===== config.mk =====
export PLATFORM = sky130hd
export DESIGN_NAME = regfile_read_arbiter
export DESIGN_NICKNAME = d
export VERILOG_FILES = /design/src/rtl/regfile_pkg.sv /design/src/rtl/rr_arbiter.sv /design/src/rtl/regfile_read_arbiter.sv
export SDC_FILE = /design/constraint.sdc
export NUM_CORES = 1
export LEC_CHECK = 0
export ABC_AREA = 1
export CAP_MARGIN = 20
export CELL_PAD_IN_SITES_DETAIL_PLACEMENT = 0
export CELL_PAD_IN_SITES_GLOBAL_PLACEMENT = 1
export CORE_MARGIN = 4
export CORE_UTILIZATION = 32
export DETAILED_ROUTE_END_ITERATION = 10
export PLACE_DENSITY_LB_ADDON = 0.1
export SLEW_MARGIN = 30
export SYNTH_ARGS = -nofsm -noshare
export SYNTH_HDL_FRONTEND = slang
export SYNTH_SLANG_ARGS = --single-unit

===== constraint.sdc =====
create_clock -name clk -period 9.17 [get_ports clk]
set_clock_uncertainty 0.05 [all_clocks]
set_input_delay 2.751 -clock clk [delete_from_list [all_inputs] [get_ports clk]]
set_output_delay 2.751 -clock clk [all_outputs]
set_load 0.005 [all_outputs]

===== src/rtl/regfile_pkg.sv =====
// Shared register-file constants and the read-response state encoding.
package regfile_pkg;

  localparam int REG_ADDR_W = 5;
  localparam int NUM_REGS   = 32;
  localparam logic [REG_ADDR_W-1:0] REG_ZERO = 5'd0;

  // The response slot is either empty or holds one read result.
  typedef enum logic {
    RSP_EMPTY = 1'b0,
    RSP_FULL  = 1'b1
  } rsp_state_e;

endpackage


===== src/rtl/rr_arbiter.sv =====
// Round-robin arbiter: one-hot grant among N requesters, searching from the requester after the last winner.
module rr_arbiter #(
  parameter  int N     = 4,
  localparam int IDX_W = (N > 1) ? $clog2(N) : 1
) (
  input  logic             clk,
  input  logic             rst_n,
  input  logic [N-1:0]     req,
  input  logic             advance,
  output logic [N-1:0]     grant,
  output logic [IDX_W-1:0] grant_idx
);

  logic [IDX_W-1:0] last_grant;
  logic [IDX_W-1:0] cand;
  logic             found;

  // p0: combinational search starting at last_grant+1 and wrapping back to last_grant
  always_comb begin
    grant     = '0;
    grant_idx = '0;
    cand      = '0;
    found     = 1'b0;
    if (advance && rst_n) begin
      for (int i = 1; i <= N; i++) begin
        cand = IDX_W'((int'(last_grant) + i) % N);
        if (!found && req[cand]) begin
          found       = 1'b1;
          grant[cand] = 1'b1;
          grant_idx   = cand;
        end
      end
    end
  end

  always_ff @(posedge clk) begin
    if (!rst_n) begin
      last_grant <= IDX_W'(N - 1);
    end else if (|grant) begin
      last_grant <= grant_idx;
    end
  end

endmodule


===== src/rtl/regfile_read_arbiter.sv =====
// Shares the register-file read mux between NUM_REQ requesters and registers the result with a one-hot owner tag.
module regfile_read_arbiter
  import regfile_pkg::*;
#(
  parameter int NUM_REQ = 4,
  parameter int WIDTH   = 32,
  parameter int ADDR_W  = REG_ADDR_W
) (
  input  logic                      clk,
  input  logic                      rst_n,
  input  logic [NUM_REQ-1:0]        req_valid,
  input  logic [NUM_REQ*ADDR_W-1:0] req_addr,
  output logic [NUM_REQ-1:0]        req_ready,
  output logic [ADDR_W-1:0]         mux_select,
  input  logic [WIDTH-1:0]          mux_data,
  output logic                      rsp_valid,
  output logic [NUM_REQ-1:0]        rsp_id,
  output logic [WIDTH-1:0]          rsp_data,
  input  logic                      rsp_ready
);

  localparam int IDX_W = (NUM_REQ > 1) ? $clog2(NUM_REQ) : 1;

  // x0 is hardwired to zero regardless of what the mux presents.
  function automatic logic [WIDTH-1:0] x0_override(input logic [ADDR_W-1:0] addr,
                                                   input logic [WIDTH-1:0]  data);
    return (addr == ADDR_W'(REG_ZERO)) ? '0 : data;
  endfunction

  rsp_state_e          state_p1, state_next;
  logic                advance_p0;
  logic                vld_p0;
  logic [NUM_REQ-1:0]  grant_p0;
  logic [IDX_W-1:0]    grant_idx_p0;
  logic [ADDR_W-1:0]   sel_p0;

  assign rsp_valid  = (state_p1 == RSP_FULL);
  assign advance_p0 = !rsp_valid || rsp_ready;

  rr_arbiter #(.N(NUM_REQ)) u_arb (
    .clk       (clk),
    .rst_n     (rst_n),
    .req       (req_valid),
    .advance   (advance_p0),
    .grant     (grant_p0),
    .grant_idx (grant_idx_p0)
  );

  // p0: grant selects the address that steers the shared read mux
  always_comb begin
    sel_p0 = '0;
    for (int i = 0; i < NUM_REQ; i++) begin
      if (grant_p0[i]) sel_p0 = req_addr[i*ADDR_W +: ADDR_W];
    end
  end

  assign vld_p0     = |grant_p0;
  assign req_ready  = grant_p0;
  assign mux_select = sel_p0;

  always_comb begin
    state_next = state_p1;
    case (state_p1)
      RSP_EMPTY: if (vld_p0) state_next = RSP_FULL;
      RSP_FULL:  if (rsp_ready) state_next = vld_p0 ? RSP_FULL : RSP_EMPTY;
      default:   state_next = RSP_EMPTY;
    endcase
  end

  always_ff @(posedge clk) begin
    if (!rst_n) begin
      state_p1 <= RSP_EMPTY;
    end else begin
      state_p1 <= state_next;
    end
  end

  // p1: response register; loads on every grant, otherwise holds
  always_ff @(posedge clk) begin
    if (!rst_n) begin
      rsp_id   <= '0;
      rsp_data <= '0;
    end else if (vld_p0) begin
      rsp_id   <= grant_p0;
      rsp_data <= x0_override(sel_p0, mux_data);
    end
  end

endmodule


# After elaboration in Yosys (flattened, before gate mapping)

Index checks and enable logic that the tools add are counted.

ROM bits: 0
Memories kept: 0
Bits in registers: 39
Memory bits (writable): 0
Word-level logic and storage cells: 78
Output and inout port bits: 46
Input bits: 59
Bits in latches: 0

Shift operators: 0
Add/sub/neg operators: 4
Reduce and logical (&&, ||, !) cells: 15
Divide/modulo/power cells: 0
Eq/ne operators: 0
$lt $le $gt $ge: 8
Multipliers: 0
Mux-type cells: 43
Bitwise gates (word level): 4

Operator list:

| cell                                                                   | number |
|---|---|
| 32-bit two-way mux                                                     | 1 |
| 4-bit two-way mux                                                      | 8 |
| 5-bit two-way mux                                                      | 4 |
| 1-bit two-way mux                                                      | 16 |
| 2-bit by 3-bit < comparator with 1-bit output (second input constant)  | 4 |
| 4-bit OR                                                               | 3 |
| 2-bit two-way mux                                                      | 5 |
| 1-bit binary-select mux with 2-bit select                              | 4 |
| 1-bit demux with 2-bit select                                          | 4 |
| 2-bit by 1-bit >= comparator with 1-bit output (second input constant) | 4 |
| 1-bit logical AND                                                      | 8 |
| 5-bit zero test                                                        | 1 |
| 2-bit by 1-bit adder with 2-bit output (second input constant)         | 2 |
| 2-bit adder (second input constant)                                    | 2 |
| 1-bit zero test                                                        | 4 |
| 4-bit OR reduction                                                     | 1 |
| 1-bit case mux with 2 select lines                                     | 1 |
| 1-bit logical OR                                                       | 1 |
| 1-bit inverter                                                         | 1 |

# Longest topological paths before layout

Depth after elaboration: 23
Mapped depth: 22
Depth with buffers taken out: 20

# Modules after synthesis

From an unflattened synthesis, not the netlist that was laid out.

Cell total of the unflattened synthesis: 314
Area total of the unflattened synthesis: 2288.4 um2

By module, submodules not included:

| module               | area an instance (um2) | cells each | seq. area each (um2) | instances |
|---|---|---|---|---|
| regfile_read_arbiter | 1571.5                 | 208        | 740.7                | 1 |
| rr_arbiter           | 716.9                  | 106        | 40.0                 | 1 |

# Least setup slack after synthesis

No wires, ideal clock.

Path kind: input to output
Start point: input req_valid[2]
End point: output mux_select[4]
Required time: 6.369 ns
Arrival: 3.964 ns
Cell stages on the path: 13
Setup slack: 2.405 ns
Path through: inv_1 > nand2_1 > nand3_2 > nand2_4 > nor2_2 > a21oi_2 > nand3_2 > nand2_4 > inv_2 > nand2_1 > nand3_1 > a21oi_2 > inv_1

Elaborated cells on any way between the ends: 35
Those cells by class: 26 x mux; 3 x bitwise; 6 x reduce/logical

RTL lines:

| what                                      | line                       | text |
|---|---|---|
| from (decl)                               | regfile_read_arbiter.sv:11 | `input logic [NUM_REQ-1:0] req_valid,` |
| 1-bit binary-select mux with 2-bit select | rr_arbiter.sv:27           | `if (!found && req[cand]) begin` |
| 1-bit two-way mux (implied by the code)   | rr_arbiter.sv:27           |  |
| 1-bit two-way mux                         | rr_arbiter.sv:27           |  |
| 1-bit two-way mux                         | rr_arbiter.sv:24           | `if (advance && rst_n) begin` |
| 1-bit zero test                           | rr_arbiter.sv:27           |  |
| 1-bit logical AND                         | rr_arbiter.sv:27           |  |
| 1-bit two-way mux                         | rr_arbiter.sv:27           |  |
| 1-bit two-way mux                         | rr_arbiter.sv:24           |  |
| [2 not listed]                            | -                          |  |
| 1-bit two-way mux                         | rr_arbiter.sv:27           |  |
| 1-bit two-way mux                         | rr_arbiter.sv:24           |  |
| 1-bit zero test                           | rr_arbiter.sv:27           |  |
| 1-bit logical AND                         | rr_arbiter.sv:27           |  |
| 4-bit two-way mux *                       | rr_arbiter.sv:27           |  |
| 4-bit two-way mux *                       | rr_arbiter.sv:24           |  |
| net req_ready[1]                          | regfile_read_arbiter.sv:13 | `output logic [NUM_REQ-1:0] req_ready,` |
| 5-bit two-way mux * (3 in series)         | regfile_read_arbiter.sv:53 | `if (grant_p0[i]) sel_p0 = req_addr[i*ADDR_W +: ADDR_W];` |
| to (decl)                                 | regfile_read_arbiter.sv:14 | `output logic [ADDR_W-1:0] mux_select,` |

The timed path passes the listed nets; every way through them passes the cells marked *. The select of a mux whose other input is x is not followed.

# Final worst setup path

Start point: input req_valid[2]
End point: output mux_select[4]

Longest elaborated chain between the ends: 20
Elaborated cells on any way between the ends: 35
Those cells by class: 26 x mux; 3 x bitwise; 6 x reduce/logical

RTL lines:

| what                                      | line |
|---|---|
| 1-bit binary-select mux with 2-bit select | rr_arbiter.sv:27 |
| 1-bit two-way mux (implied by the code)   | rr_arbiter.sv:27 |
| 1-bit two-way mux                         | rr_arbiter.sv:27 |
| 1-bit two-way mux                         | rr_arbiter.sv:24 |
| 1-bit zero test                           | rr_arbiter.sv:27 |
| 1-bit logical AND                         | rr_arbiter.sv:27 |
| 1-bit two-way mux                         | rr_arbiter.sv:27 |
| 1-bit two-way mux                         | rr_arbiter.sv:24 |
| [2 not listed]                            | - |
| 1-bit two-way mux                         | rr_arbiter.sv:27 |
| 1-bit two-way mux                         | rr_arbiter.sv:24 |
| 1-bit zero test                           | rr_arbiter.sv:27 |
| 1-bit logical AND                         | rr_arbiter.sv:27 |
| 4-bit two-way mux *                       | rr_arbiter.sv:27 |
| 4-bit two-way mux *                       | rr_arbiter.sv:24 |
| 5-bit two-way mux (3 in series)           | regfile_read_arbiter.sv:53 |
| 5-bit two-way mux *                       | regfile_read_arbiter.sv:53 |

Every way passes the cells marked *; elsewhere a longest branch is shown, timed or not. The select of a mux whose other input is x is not followed.

==> impl_metrics.sql <==
INSERT INTO impl_metrics (metric_group, metric, value, unit) VALUES
('clock_network', 'cts_repair_resize_count', '0', ''),
('logic_synthesis', 'synth_enable_flop_cells', '0', ''),
('logic_synthesis', 'ys_async_sr_fraction', '0', '%'),
('sta', 'timing.max_slew.rel_slack', '59.8', '%'),
('placement', 'port_buffers', '104', ''),
('critical_path', 'timing_worst_setup_path_type', 'in -> out', ''),
('placement', 'detailed_place_hpwl', '4870', 'microns'),
('route', 'drtPass1Iterations', '4', ''),
('die', 'number_of_rows_created_at_floorplan', '31', ''),
('sta', 'setup_viol_count_final', '0', ''),
('power', 'standby_leakage_power', '1.55', 'nW'),
('finish', 'postLayoutCellArea', '0.00361', 'sq mm'),
('finish', 'area.growth.synth_to_final', '50.5', '%'),
('route', 'post-route-drc-count', '0', ''),
('power', 'ir_worst_vdd', '0.000205', 'V'),
('sta', 'setup-tns-final', '0', 'ns'),
('placement', 'place.gp.congestion', '0.827', ''),
('placement', 'postPlaceCellArea', '0.00349', 'sq mm'),
('logic_synthesis', 'postSynthAreaPerCell', '7.59', 'sq um'),
('placement', 'pre_cts_ws', '1.24', 'ns'),
('clock_network', 'tritoncts.num_buffers', '5', ''),
('die', 'floorplan.initialDensity', '33.1', '%'),
('power', 'report.power.total', '1.34', 'mW'),
('route', 'detailroute.via_count', '2315', ''),
('critical_path', 'timing.critical_path.arrival', '5.09', 'ns'),
('die', 'die_width', '94.6', 'microns'),
('sta', 'fin_worst_hold_slack', '0.422', 'ns'),
('logic_synthesis', 'netlist_top_cells_area', 'dfxtp_1, nand2_1, a21oi_2, nand2_2, nand3_1', ''),
('logic_synthesis', 'postSynthCellCount', '316', ''),
('logic_synthesis', 'ys_seq_elements', '39', ''),
('route', 'detail_routed_via_count_per_cell', '4.48', ''),
('route', 'top_layer_used', 'met4', ''),
('clock_network', 'cts.path.max_buffers', '2', ''),
('run', 'max_cap_viol_count', '0', ''),
('finish', 'fill_cell_total_of_the_finished_layout', '749', ''),
('logic_synthesis', 'ys_flop_type', 'dfxtp_1', ''),
('logic_synthesis', 'synth_area_leader', 'dfxtp_1', ''),
('finish', 'multiInputGateArea', '0.00142', 'sq mm'),
('finish', 'area.sequential', '781', 'sq um'),
('clock_network', 'tritoncts_num_sinks', '39', ''),
('logic_synthesis', 'synthesis.area', '0.00240', 'sq mm'),
('grt', 'grt_first_pass_wirelength', '10500', 'microns'),
('critical_path', 'required_arrival_time_at_the_worst_endpoint', '6.37', 'ns'),
('die', 'fp.dieArea', '0.00894', 'sq mm'),
('clock_network', 'cts_setup_buffers', '0', ''),
('sta', 'slew_violations', '0', ''),
('route', 'initialDrtViolationCount', '50', ''),
('critical_path', 'critical_path.slowest_cell', 'clkdlybuf4s50_1', ''),
('grt', 'grt_start_max_net_pins', '36', ''),
('critical_path', 'critical_path.cell_chain', 'clkdlybuf4s50_1 -> inv_1 -> nand2_1 -> nand3_2 -> nand2_4 -> nor2_2 -> a21oi_2 -> nand3_2 -> nand2_4 -> inv_2 -> nand2_1 -> nand3_1 -> a21oi_2 -> inv_1 -> clkdlybuf4s50_1', ''),
('critical_path', 'path_max_fanout', '7', ''),
('status', 'run_status', 'complete, no violations', ''),
('grt', 'grt_overflow', '0', ''),
('route', 'met3_length', '519', 'microns'),
('die', 'floorplan.core_area', '0.00725', 'sq mm'),
('logic_synthesis', 'number_of_warnings_reported_in_the_yosys_synthesis_log', '0', ''),
('sta', 'worst-slew-pin-transition', '0.602', 'ns'),
('logic_synthesis', 'synth.yosys.seq_area_share', '32.6', '%'),
('finish', 'final_layout_size_suffix_gt1_share', '24.9', '%'),
('min_path', 'timing.hold.worst.class', 'reg -> reg', ''),
('die', 'top_level_ports', '105', ''),
('clock_network', 'cts_root_buffer_type', 'clkbuf_8', ''),
('clock_network', 'cts.reportedPaths.clkPinSlew', '0.07', 'ns'),
('grt', 'grt_antenna_before_repair', '0', ''),
('critical_path', 'kind_of_launch_point_of_the_worst_setup_path', 'input pin', ''),
('route', 'antenna_left', '0', ''),
('route', 'met2_wirelength', '3200', 'microns'),
('grt', 'first_global_vias', '2378', ''),
('grt', 'gr-usage-all-layers', '14.8', '%'),
('sta', 'max_freq', '127', 'MHz'),
('power', 'power.density_cell_area', '373', 'mW/mm^2');
==> cells in the mapped netlist (4+ instances only) <==
master	n
ha_1	8
inv_1	22
o21ai_0	5
nor2_1	5
inv_2	6
nor2_2	4
a21oi_1	8
nand2_1	88
clkbuf_1	4
a21oi_2	30
dfxtp_1	39
nand2_2	38
nand2_4	6
nand3_1	24
==> state kept, by name, summed over array words and instances, names as in the netlist <==
| name | count |
|---|---|
| rsp_valid | 1 |
| rsp_data | 32 |
| u_arb.last_grant | 2 |
| rsp_id | 4 |
==> kinds of logic (layout without fill, tap and decap cells) <==
group	count (synthesis)	in the layout	synth area share (%)
simple gates	175	175	37.7
compound gates	52	52	17.2
buf+inv	42	144	8.35
flops	39	39	32.6
fa+ha+maj	8	8	4.18
==> layout by cell type, fill, tap and decap left out, types with 2 or more instances in the layout <==
master           synthesis  final
nand3_1                 24     24
clkinv_1                 2      2
nand3b_1                 3      3
nand2_4                  6      6
nand2_1                 88     88
inv_2                    6      6
nand2_2                 38     38
nand3_2                  3      3
nor2_1                   5      5
clkdlybuf4s50_1          0    104
a21oi_1                  8      8
clkbuf_8                 0      6
o21ai_0                  5      5
ha_1                     8      8
nor2_4                   2      2
inv_1                   22     22
a21oi_2                 30     30
nor2_2                   4      4
dfxtp_1                 39     39
==> per-stage QoR <==
step	util, %	cells
detailed placement	48.1	509
floorplan	-	316
CTS	49.7	517
global route	49.7	517
global placement	48.1	509
finish	49.7	517
==> worst paths after layout <==
| path | depth (start not counted) | slack [ns] | start | to |
|---|---|---|---|---|
| worst max-delay path | 15 | 1.28 | req_valid[2] | mux_select[4] |
| worst min-delay path | 2 | 0.42 | rsp_data[19]$_SDFFE_PN0P_ | rsp_data[19]$_SDFFE_PN0P_ |
| worst max register to register | 18 | 5.70 | u_arb.last_grant[0]$_SDFFE_PN1P_ | rsp_data[23]$_SDFFE_PN0P_ |
| worst min register to register | 2 | 0.42 | rsp_data[19]$_SDFFE_PN0P_ | rsp_data[19]$_SDFFE_PN0P_ |
==> where the power goes <==
part / total (mW) / leakage, nW / internal, mW / switching [mW]
clock network: 0.148 / 0.0612 / 0.0880 / 0.0600
registers: 0.279 / 0.324 / 0.237 / 0.0415
logic: 0.918 / 1.16 / 0.382 / 0.536
total: 1.34 / 1.55 / 0.707 / 0.637
==> routing by layer <==
layer | global-route usage (%) | vias to the layer above
met1 | 16.3 | 1042
met2 | 25.7 | 59
li1 | - | 1205
met3 | 6.22 | 9
met5 | 0 | -
met4 | 4.81 | 0
==> worst max-delay path, delay by kind of cell <==
kind / cells / cell delay (ns)
buffers and inverters: 5 / 1.12
AOI/OAI and AO/OA: 2 / 0.34
and+or+nand+nor: 8 / 0.87
==> final cells by class <==
type / instances / share of cell area, %
Timing Repair Buffer: 105 / 29.1
Multi-Input combinational cell: 235 / 39.3
Clock inverter: 2 / 0.971
Clock buffer: 6 / 2.29
Inverter: 31 / 3.36
Sequential cell: 39 / 21.6
Tap cell: 99 / 3.43
No activity file was read; power rests on OpenSTA's default activity.
